File: config.mk
export PLATFORM = sky130hd
export DESIGN_NAME = skipjack_cmd_ctrl
export DESIGN_NICKNAME = d
export VERILOG_FILES = /design/src/rtl/skipjack_cmd_ctrl.sv
export SDC_FILE = /design/constraint.sdc
export NUM_CORES = 1
export LEC_CHECK = 0
export CAP_MARGIN = 5
export CELL_PAD_IN_SITES_DETAIL_PLACEMENT = 1
export CELL_PAD_IN_SITES_GLOBAL_PLACEMENT = 1
export CORE_ASPECT_RATIO = 0.9
export CORE_UTILIZATION = 34
export CTS_CLUSTER_SIZE = 16
export DETAILED_ROUTE_END_ITERATION = 7
export PLACE_DENSITY = 0.77
export SYNTH_ARGS = -nofsm -noshare
export SYNTH_HDL_FRONTEND = slang
export SYNTH_SLANG_ARGS = --single-unit
export TNS_END_PERCENT = 100
File: constraint.sdc
create_clock -name clk -period 1.7 [get_ports clk]
set_input_delay 0.34 -clock clk [delete_from_list [all_inputs] [get_ports clk]]
set_output_delay 0.34 -clock clk [all_outputs]
set_load 0.05 [all_outputs]
File: src/rtl/skipjack_cmd_ctrl.sv
// skipjack_cmd_ctrl: byte-command front end for the iterative Skipjack core.
// Parses 'K' (10-byte key load) and 'E' (8-byte block encrypt) commands from
// the UART RX byte stream. It drives one block through the cipher and returns
// the 8 result bytes, most significant byte first, on the UART TX byte stream.
// Optional feature macro: SKIPJACK_CTRL_STATUS_EN adds a STATUS state that
// sends ACK (0x06) after a key load, and NAK (0x15) after an unknown command
// or a receive timeout.
module skipjack_cmd_ctrl #(
  parameter logic [79:0] KEY_RESET      = 80'h00998877665544332211,
  parameter int unsigned TIMEOUT_CYCLES = 1_000_000
) (
  input  logic        clk,
  input  logic        rst,
  input  logic [7:0]  s_axis_rx_tdata,
  input  logic        s_axis_rx_tvalid,
  output logic        s_axis_rx_tready,
  output logic [7:0]  m_axis_tx_tdata,
  output logic        m_axis_tx_tvalid,
  input  logic        m_axis_tx_tready,
  output logic [0:79] key,
  output logic [63:0] m_axis_cph_tdata,
  output logic        m_axis_cph_tvalid,
  input  logic        m_axis_cph_tready,
  input  logic [63:0] s_axis_cph_tdata,
  input  logic        s_axis_cph_tvalid,
  output logic        s_axis_cph_tready,
  output logic        busy
);

  localparam logic [7:0] CMD_KEY = 8'h4B;
  localparam logic [7:0] CMD_ENC = 8'h45;

  localparam bit          TO_EN   = (TIMEOUT_CYCLES != 0);
  localparam int unsigned TW      = (TIMEOUT_CYCLES > 1) ? $clog2(TIMEOUT_CYCLES) : 1;
  localparam logic [TW-1:0] TO_LAST = TW'(TIMEOUT_CYCLES - 1);

`ifdef SKIPJACK_CTRL_STATUS_EN
  localparam logic [7:0] ACK = 8'h06;
  localparam logic [7:0] NAK = 8'h15;

  typedef enum logic [2:0] {
    IDLE, KEY_RX, BLK_RX, CPH_SEND, CPH_WAIT, TX_RESULT, STATUS
  } state_t;

  // Terminal states of a key load and of an aborted/unknown command.
  localparam state_t AFTER_KEY = STATUS;
  localparam state_t AFTER_ERR = STATUS;
`else
  typedef enum logic [2:0] {
    IDLE, KEY_RX, BLK_RX, CPH_SEND, CPH_WAIT, TX_RESULT
  } state_t;

  localparam state_t AFTER_KEY = IDLE;
  localparam state_t AFTER_ERR = IDLE;
`endif

  state_t        state, state_n;
  logic [3:0]    cnt;
  logic [TW-1:0] timer;
  logic [0:71]   shadow;
  logic [63:0]   blk;
  logic [63:0]   res;
`ifdef SKIPJACK_CTRL_STATUS_EN
  logic [7:0]    status;
`endif

  logic in_rx;
  logic rx_hs, tx_hs, cph_out_hs, cph_in_hs;
  logic timeout;
  logic cmd_known;

  assign in_rx      = (state == KEY_RX) || (state == BLK_RX);
  assign rx_hs      = s_axis_rx_tvalid & s_axis_rx_tready;
  assign tx_hs      = m_axis_tx_tvalid & m_axis_tx_tready;
  assign cph_out_hs = m_axis_cph_tvalid & m_axis_cph_tready;
  assign cph_in_hs  = s_axis_cph_tvalid & s_axis_cph_tready;
  assign timeout    = TO_EN && in_rx && !rx_hs && (timer == TO_LAST);
  assign cmd_known  = (s_axis_rx_tdata == CMD_KEY) || (s_axis_rx_tdata == CMD_ENC);

  // State register.
  always_ff @(posedge clk) begin
    if (rst) state <= IDLE;
    else     state <= state_n;
  end

  // Next-state logic and stream control outputs decoded from the state.
  always_comb begin
    state_n           = state;
    s_axis_rx_tready  = 1'b0;
    m_axis_tx_tvalid  = 1'b0;
    m_axis_tx_tdata   = res[63:56];
    m_axis_cph_tvalid = 1'b0;
    s_axis_cph_tready = 1'b0;
    busy              = (state != IDLE);
    m_axis_cph_tdata  = blk;

    unique case (state)
      IDLE: begin
        s_axis_rx_tready = !rst;
        if (rx_hs) begin
          if (s_axis_rx_tdata == CMD_KEY)      state_n = KEY_RX;
          else if (s_axis_rx_tdata == CMD_ENC) state_n = BLK_RX;
          else                                 state_n = AFTER_ERR;
        end
      end
      KEY_RX: begin
        s_axis_rx_tready = !rst;
        if (rx_hs && cnt == 4'd9) state_n = AFTER_KEY;
        else if (timeout)         state_n = AFTER_ERR;
      end
      BLK_RX: begin
        s_axis_rx_tready = !rst;
        if (rx_hs && cnt == 4'd7) state_n = CPH_SEND;
        else if (timeout)         state_n = AFTER_ERR;
      end
      CPH_SEND: begin
        m_axis_cph_tvalid = 1'b1;
        if (cph_out_hs) state_n = CPH_WAIT;
      end
      CPH_WAIT: begin
        s_axis_cph_tready = 1'b1;
        if (cph_in_hs) state_n = TX_RESULT;
      end
      TX_RESULT: begin
        m_axis_tx_tvalid = 1'b1;
        if (tx_hs && cnt == 4'd7) state_n = IDLE;
      end
`ifdef SKIPJACK_CTRL_STATUS_EN
      STATUS: begin
        m_axis_tx_tvalid = 1'b1;
        m_axis_tx_tdata  = status;
        if (tx_hs) state_n = IDLE;
      end
`endif
      default: state_n = IDLE;
    endcase
  end

  // Datapath: byte shifting, key commit, result capture, counters.
  always_ff @(posedge clk) begin
    if (rst) begin
      key    <= KEY_RESET;
      shadow <= '0;
      blk    <= '0;
      res    <= '0;
      cnt    <= '0;
      timer  <= '0;
`ifdef SKIPJACK_CTRL_STATUS_EN
      status <= '0;
`endif
    end else begin
      unique case (state)
        IDLE: begin
          cnt   <= '0;
          timer <= '0;
`ifdef SKIPJACK_CTRL_STATUS_EN
          if (rx_hs && !cmd_known) status <= NAK;
`endif
        end
        KEY_RX: begin
          if (rx_hs) begin
            // Only the first nine bytes are held; the tenth goes straight
            // into the key together with them so the update is atomic.
            shadow <= {shadow[8:71], s_axis_rx_tdata};
            cnt    <= cnt + 4'd1;
            timer  <= '0;
            if (cnt == 4'd9) begin
              key <= {shadow, s_axis_rx_tdata};
`ifdef SKIPJACK_CTRL_STATUS_EN
              status <= ACK;
`endif
            end
          end else begin
            timer <= timer + TW'(1);
`ifdef SKIPJACK_CTRL_STATUS_EN
            if (timeout) status <= NAK;
`endif
          end
        end
        BLK_RX: begin
          if (rx_hs) begin
            blk   <= {blk[55:0], s_axis_rx_tdata};
            cnt   <= cnt + 4'd1;
            timer <= '0;
          end else begin
            timer <= timer + TW'(1);
`ifdef SKIPJACK_CTRL_STATUS_EN
            if (timeout) status <= NAK;
`endif
          end
        end
        CPH_WAIT: begin
          if (cph_in_hs) begin
            res <= s_axis_cph_tdata;
            cnt <= '0;
          end
        end
        TX_RESULT: begin
          if (tx_hs) begin
            res <= {res[55:0], 8'h00};
            cnt <= cnt + 4'd1;
          end
        end
        default: ;
      endcase
    end
  end

endmodule
==> summary.json <==
{
  "critical_path_peak_fanout": {"value": 15},
  "synth_adder_area_share": {"value": 0.319, "unit": "%"},
  "worst_setup_path_end_kind": {"value": "output pin"},
  "asyncSetResetFlopFracSynth": {"value": 0, "unit": "%"},
  "synthDominantCellAreaShare": {"value": 52.3, "unit": "%"},
  "grt_util_all_layers": {"value": 21.0, "unit": "%"},
  "fin_hold_viols": {"value": 0},
  "setup_violations": {"value": 196},
  "worst_ir_drop_vdd": {"value": 660, "unit": "µV"},
  "synth_sequential_area_ratio": {"value": 52.3, "unit": "%"},
  "power.static_leakage": {"value": 0.00677, "unit": "µW"},
  "worst_clock_skew_on_the_final_layout": {"value": 14.3, "unit": "ps"},
  "reg2regPathDepth": {"value": 8},
  "route.detailed.wl_per_inst": {"value": 19.6, "unit": "µm"},
  "rows": {"value": 64},
  "most-common-layout-cells": {"value": "491 x nand2_1, 302 x dfxtp_1, 222 x buf_4"},
  "final_layout_size_suffix_gt1_share": {"value": 31.9, "unit": "%"},
  "floorplan.initialDensity": {"value": 34.5, "unit": "%"},
  "failed_checks": {"value": "setup timing"},
  "cts.path.max_buffers": {"value": 3},
  "net_count_final": {"value": 1881},
  "layout.cells.most_common": {"value": "nand2_1"},
  "outcome": {"value": "complete, but fails checks"},
  "cts.sink_count": {"value": 307},
  "yosysWarningCount": {"value": 0},
  "wl": {"value": 44900, "unit": "µm"},
  "timing.max_cap.violations": {"value": 0},
  "whs_path_depth": {"value": 4},
  "post_synth_simple_gate_area": {"value": 26.4, "unit": "%"},
  "detail_route.first_pass.iterations": {"value": 5},
  "clk_latency": {"value": 520, "unit": "ps"},
  "cts_htree_levels": {"value": 2},
  "rrSetupSlack": {"value": -140, "unit": "ps"},
  "cts_buffers": {"value": 34},
  "wire_length_of_the_first_global_routing_pass": {"value": 60000, "unit": "µm"},
  "worst_hold_slack": {"value": 311, "unit": "ps"},
  "top_ff_cell_synth": {"value": "dfxtp_1"},
  "clkTransAtPathRegs": {"value": 60, "unit": "ps"},
  "route.detailed.drc": {"value": 0},
  "final_period_minus_worst_setup_slack": {"value": 1940, "unit": "ps"},
  "synth_cell_types": {"value": 51},
  "portBuffers": {"value": 234},
  "synthesis.area_per_instance": {"value": 7.85, "unit": "µm²"},
  "synth_compound_area_share": {"value": 15.4, "unit": "%"},
  "final.period_utilization": {"value": 114, "unit": "%"},
  "path_class": {"value": "reg2out"},
  "worstMarginPinSlew": {"value": 1160, "unit": "ps"},
  "synth.area.mux_share": {"value": 0.0852, "unit": "%"},
  "critical_path_required": {"value": 1360, "unit": "ps"},
  "antenna_violations_before_repair": {"value": 5},
  "dieHeight": {"value": 178, "unit": "µm"},
  "synthesized_instance_count": {"value": 1498},
  "synth_area_in_xor_xnor": {"value": 0.522, "unit": "%"},
  "drt-initial-drc-count": {"value": 611},
  "grt_overflow": {"value": 0},
  "reg_to_reg_startpoint": {"value": "state[0]"},
  "viasPerCell": {"value": 5.18},
  "crit_path_start_kind": {"value": "flop"},
  "detailed_place.area": {"value": 14600, "unit": "µm²"},
  "grt_max_degree": {"value": 169},
  "die_w": {"value": 198, "unit": "µm"},
  "design.portCount": {"value": 235},
  "maxSlewHeadroom": {"value": 22.6, "unit": "%"},
  "post_synth_instance_area": {"value": 11800, "unit": "µm²"},
  "final_cell_area": {"value": 18100, "unit": "µm²"},
  "clock_tree_from_tritoncts": {"value": "yes"},
  "hold_path.startpoint": {"value": "rst"},
  "number_of_global_route_vias_before_repair": {"value": 11500},
  "synth_fp_nets": {"value": 1579},
  "worst_ep_arrival_time": {"value": 1600, "unit": "ps"},
  "grt_setup_unrepaired": {"value": "yes"},
  "route.antenna.remaining_nets": {"value": 0},
  "final_max_slew_viol_count": {"value": 0},
  "whs_endpoint": {"value": "timer[17]"},
  "die_outline_area": {"value": 35300, "unit": "µm²"},
  "master_cell_of_the_clock_root_buffer": {"value": "clkbuf_16"},
  "r2r_end": {"value": "res[37]"},
  "synth_register_bits": {"value": 307},
  "setup_ws": {"value": -245, "unit": "ps"},
  "gp_routability_congestion": {"value": 0.803},
  "layout-area-overhead-vs-synth": {"value": 53.6, "unit": "%"},
  "min_path_type": {"value": "in2reg"},
  "placement.setup.worst_slack": {"value": -440, "unit": "ps"},
  "number_of_flops_mapped_to_enable_cells_by_yosys": {"value": 0},
  "finalPower": {"value": 15300, "unit": "µW"},
  "synthTopCellsByArea": {"value": "dfxtp_1 52%, nand2_1 18%, a21oi_1 8.9%"},
  "max_freq": {"value": 0.514, "unit": "GHz"},
  "power_density": {"value": 848, "unit": "nW/µm²"},
  "hpwl": {"value": 24600, "unit": "µm"},
  "synth_top_family_by_area": {"value": "simple AND/OR/NAND/NOR gates"},
  "dr_total_vias": {"value": 11900},
  "synth.largest_area_cell": {"value": "dfxtp_1"},
  "design.core.area": {"value": 34000, "unit": "µm²"}
}
-- worst max path at each step --
stage / endpoint / cells past startpoint / slack, ps / start
2_1_floorplan: res[56] / 7 / -150 / state[0]
3_3_place_gp: timer[18] / 6 / -320 / s_axis_rx_tvalid
3_5_place_dp: key[39] / 7 / -440 / s_axis_rx_tvalid
4_1_cts: s_axis_rx_tready / 5 / -250 / state[1]
5_1_grt: m_axis_tx_tvalid / 5 / -300 / state[0]
6_report: m_axis_tx_tvalid / 5 / -240 / state[0]
-- layout make-up --
cell class,count,area (µm²)
clock buffers,49,1060
flip-flops and latches,307,6160
fillers,3880,16000
multi-input cells,1068,6020
clock inverters,12,111
diodes,2,5.00
inverters,4,17.5
well taps,462,578
repair buffers,385,4110
-- critical path, stage by stage (launching register included) --
cell	delay (ps)
dfxtp_4	410
nor2b_2	210
nand2_2	100
inv_4	80
buf_12	140
buf_12	140
-- timing repair --
action / 4_1_cts / 5_1_grt
resized for setup: 53 / 246
endpoints found under the setup margin: 68 / 180
hold buffers: 1 / 0
pin swaps: 21 / 82
gates cloned: 9 / 32
endpoints found under the hold margin: 1 / 0
buffers inserted: 16 / 18
-- per-stage QoR --
step                setup TNS, ps  instances  util [%]
finish                      -8430       2289      53.1
global route               -23520       2288      53.1
CTS                         -1340       2238      48.0
detailed placement         -78180       2151      43.0
global placement           -58450       2151      43.0
floorplan                   -8680       1498         -
-- cell usage after synthesis, drive strengths merged, types with 2 or more instances --
cell type / instances
nand3b: 31
nand3: 19
and2: 4
xor2: 5
clkbuf: 62
dfxtp: 307
nor2b: 5
inv: 4
o31ai: 2
o21ai: 20
and3b: 2
and4: 3
a311oi: 57
a21oi: 208
a22oi: 4
or4b: 2
nand4: 6
buf: 61
a31oi: 3
nor3: 7
xnor2: 2
nand4b: 2
nor2: 80
nor4: 2
ha: 3
a41oi: 3
nor4b: 2
nand2: 569
or3: 5
nand2b: 2
nor3b: 2
or4: 2
-- where the power goes --
| part | internal [µW] | switching (µW) | leakage, µW |
|---|---|---|---|
| Combinational | 222 | 244 | 0.00372 |
| Sequential | 7190 | 0.183 | 0.00248 |
| Clock | 4500 | 3150 | 0.000577 |
| Total | 11900 | 3400 | 0.00677 |
-- layer usage --
layer	track usage [%]	wire, µm
met1	26.5	19200
met2	35.9	22200
met3	5.01	2470
met4	5.43	1020
met5	0	40
-- state kept, by name (all words and copies together) (netlist names) --
| name | count |
|---|---|
| shadow | 72 |
| state | 3 |
| timer | 20 |
| m_axis_cph_tdata | 64 |
| key | 80 |
| res | 64 |
| cnt | 4 |
-- logic make-up after synthesis --
kind of cell / count (synthesis)
AO/OA/AOI/OAI: 306
buffers and inverters: 127
multiplexers: 1
flip-flops: 307
adder cells (fa/ha/maj): 3
XOR/XNOR: 7
AND/OR/NAND/NOR: 747
(Power assumes the default switching activity.)
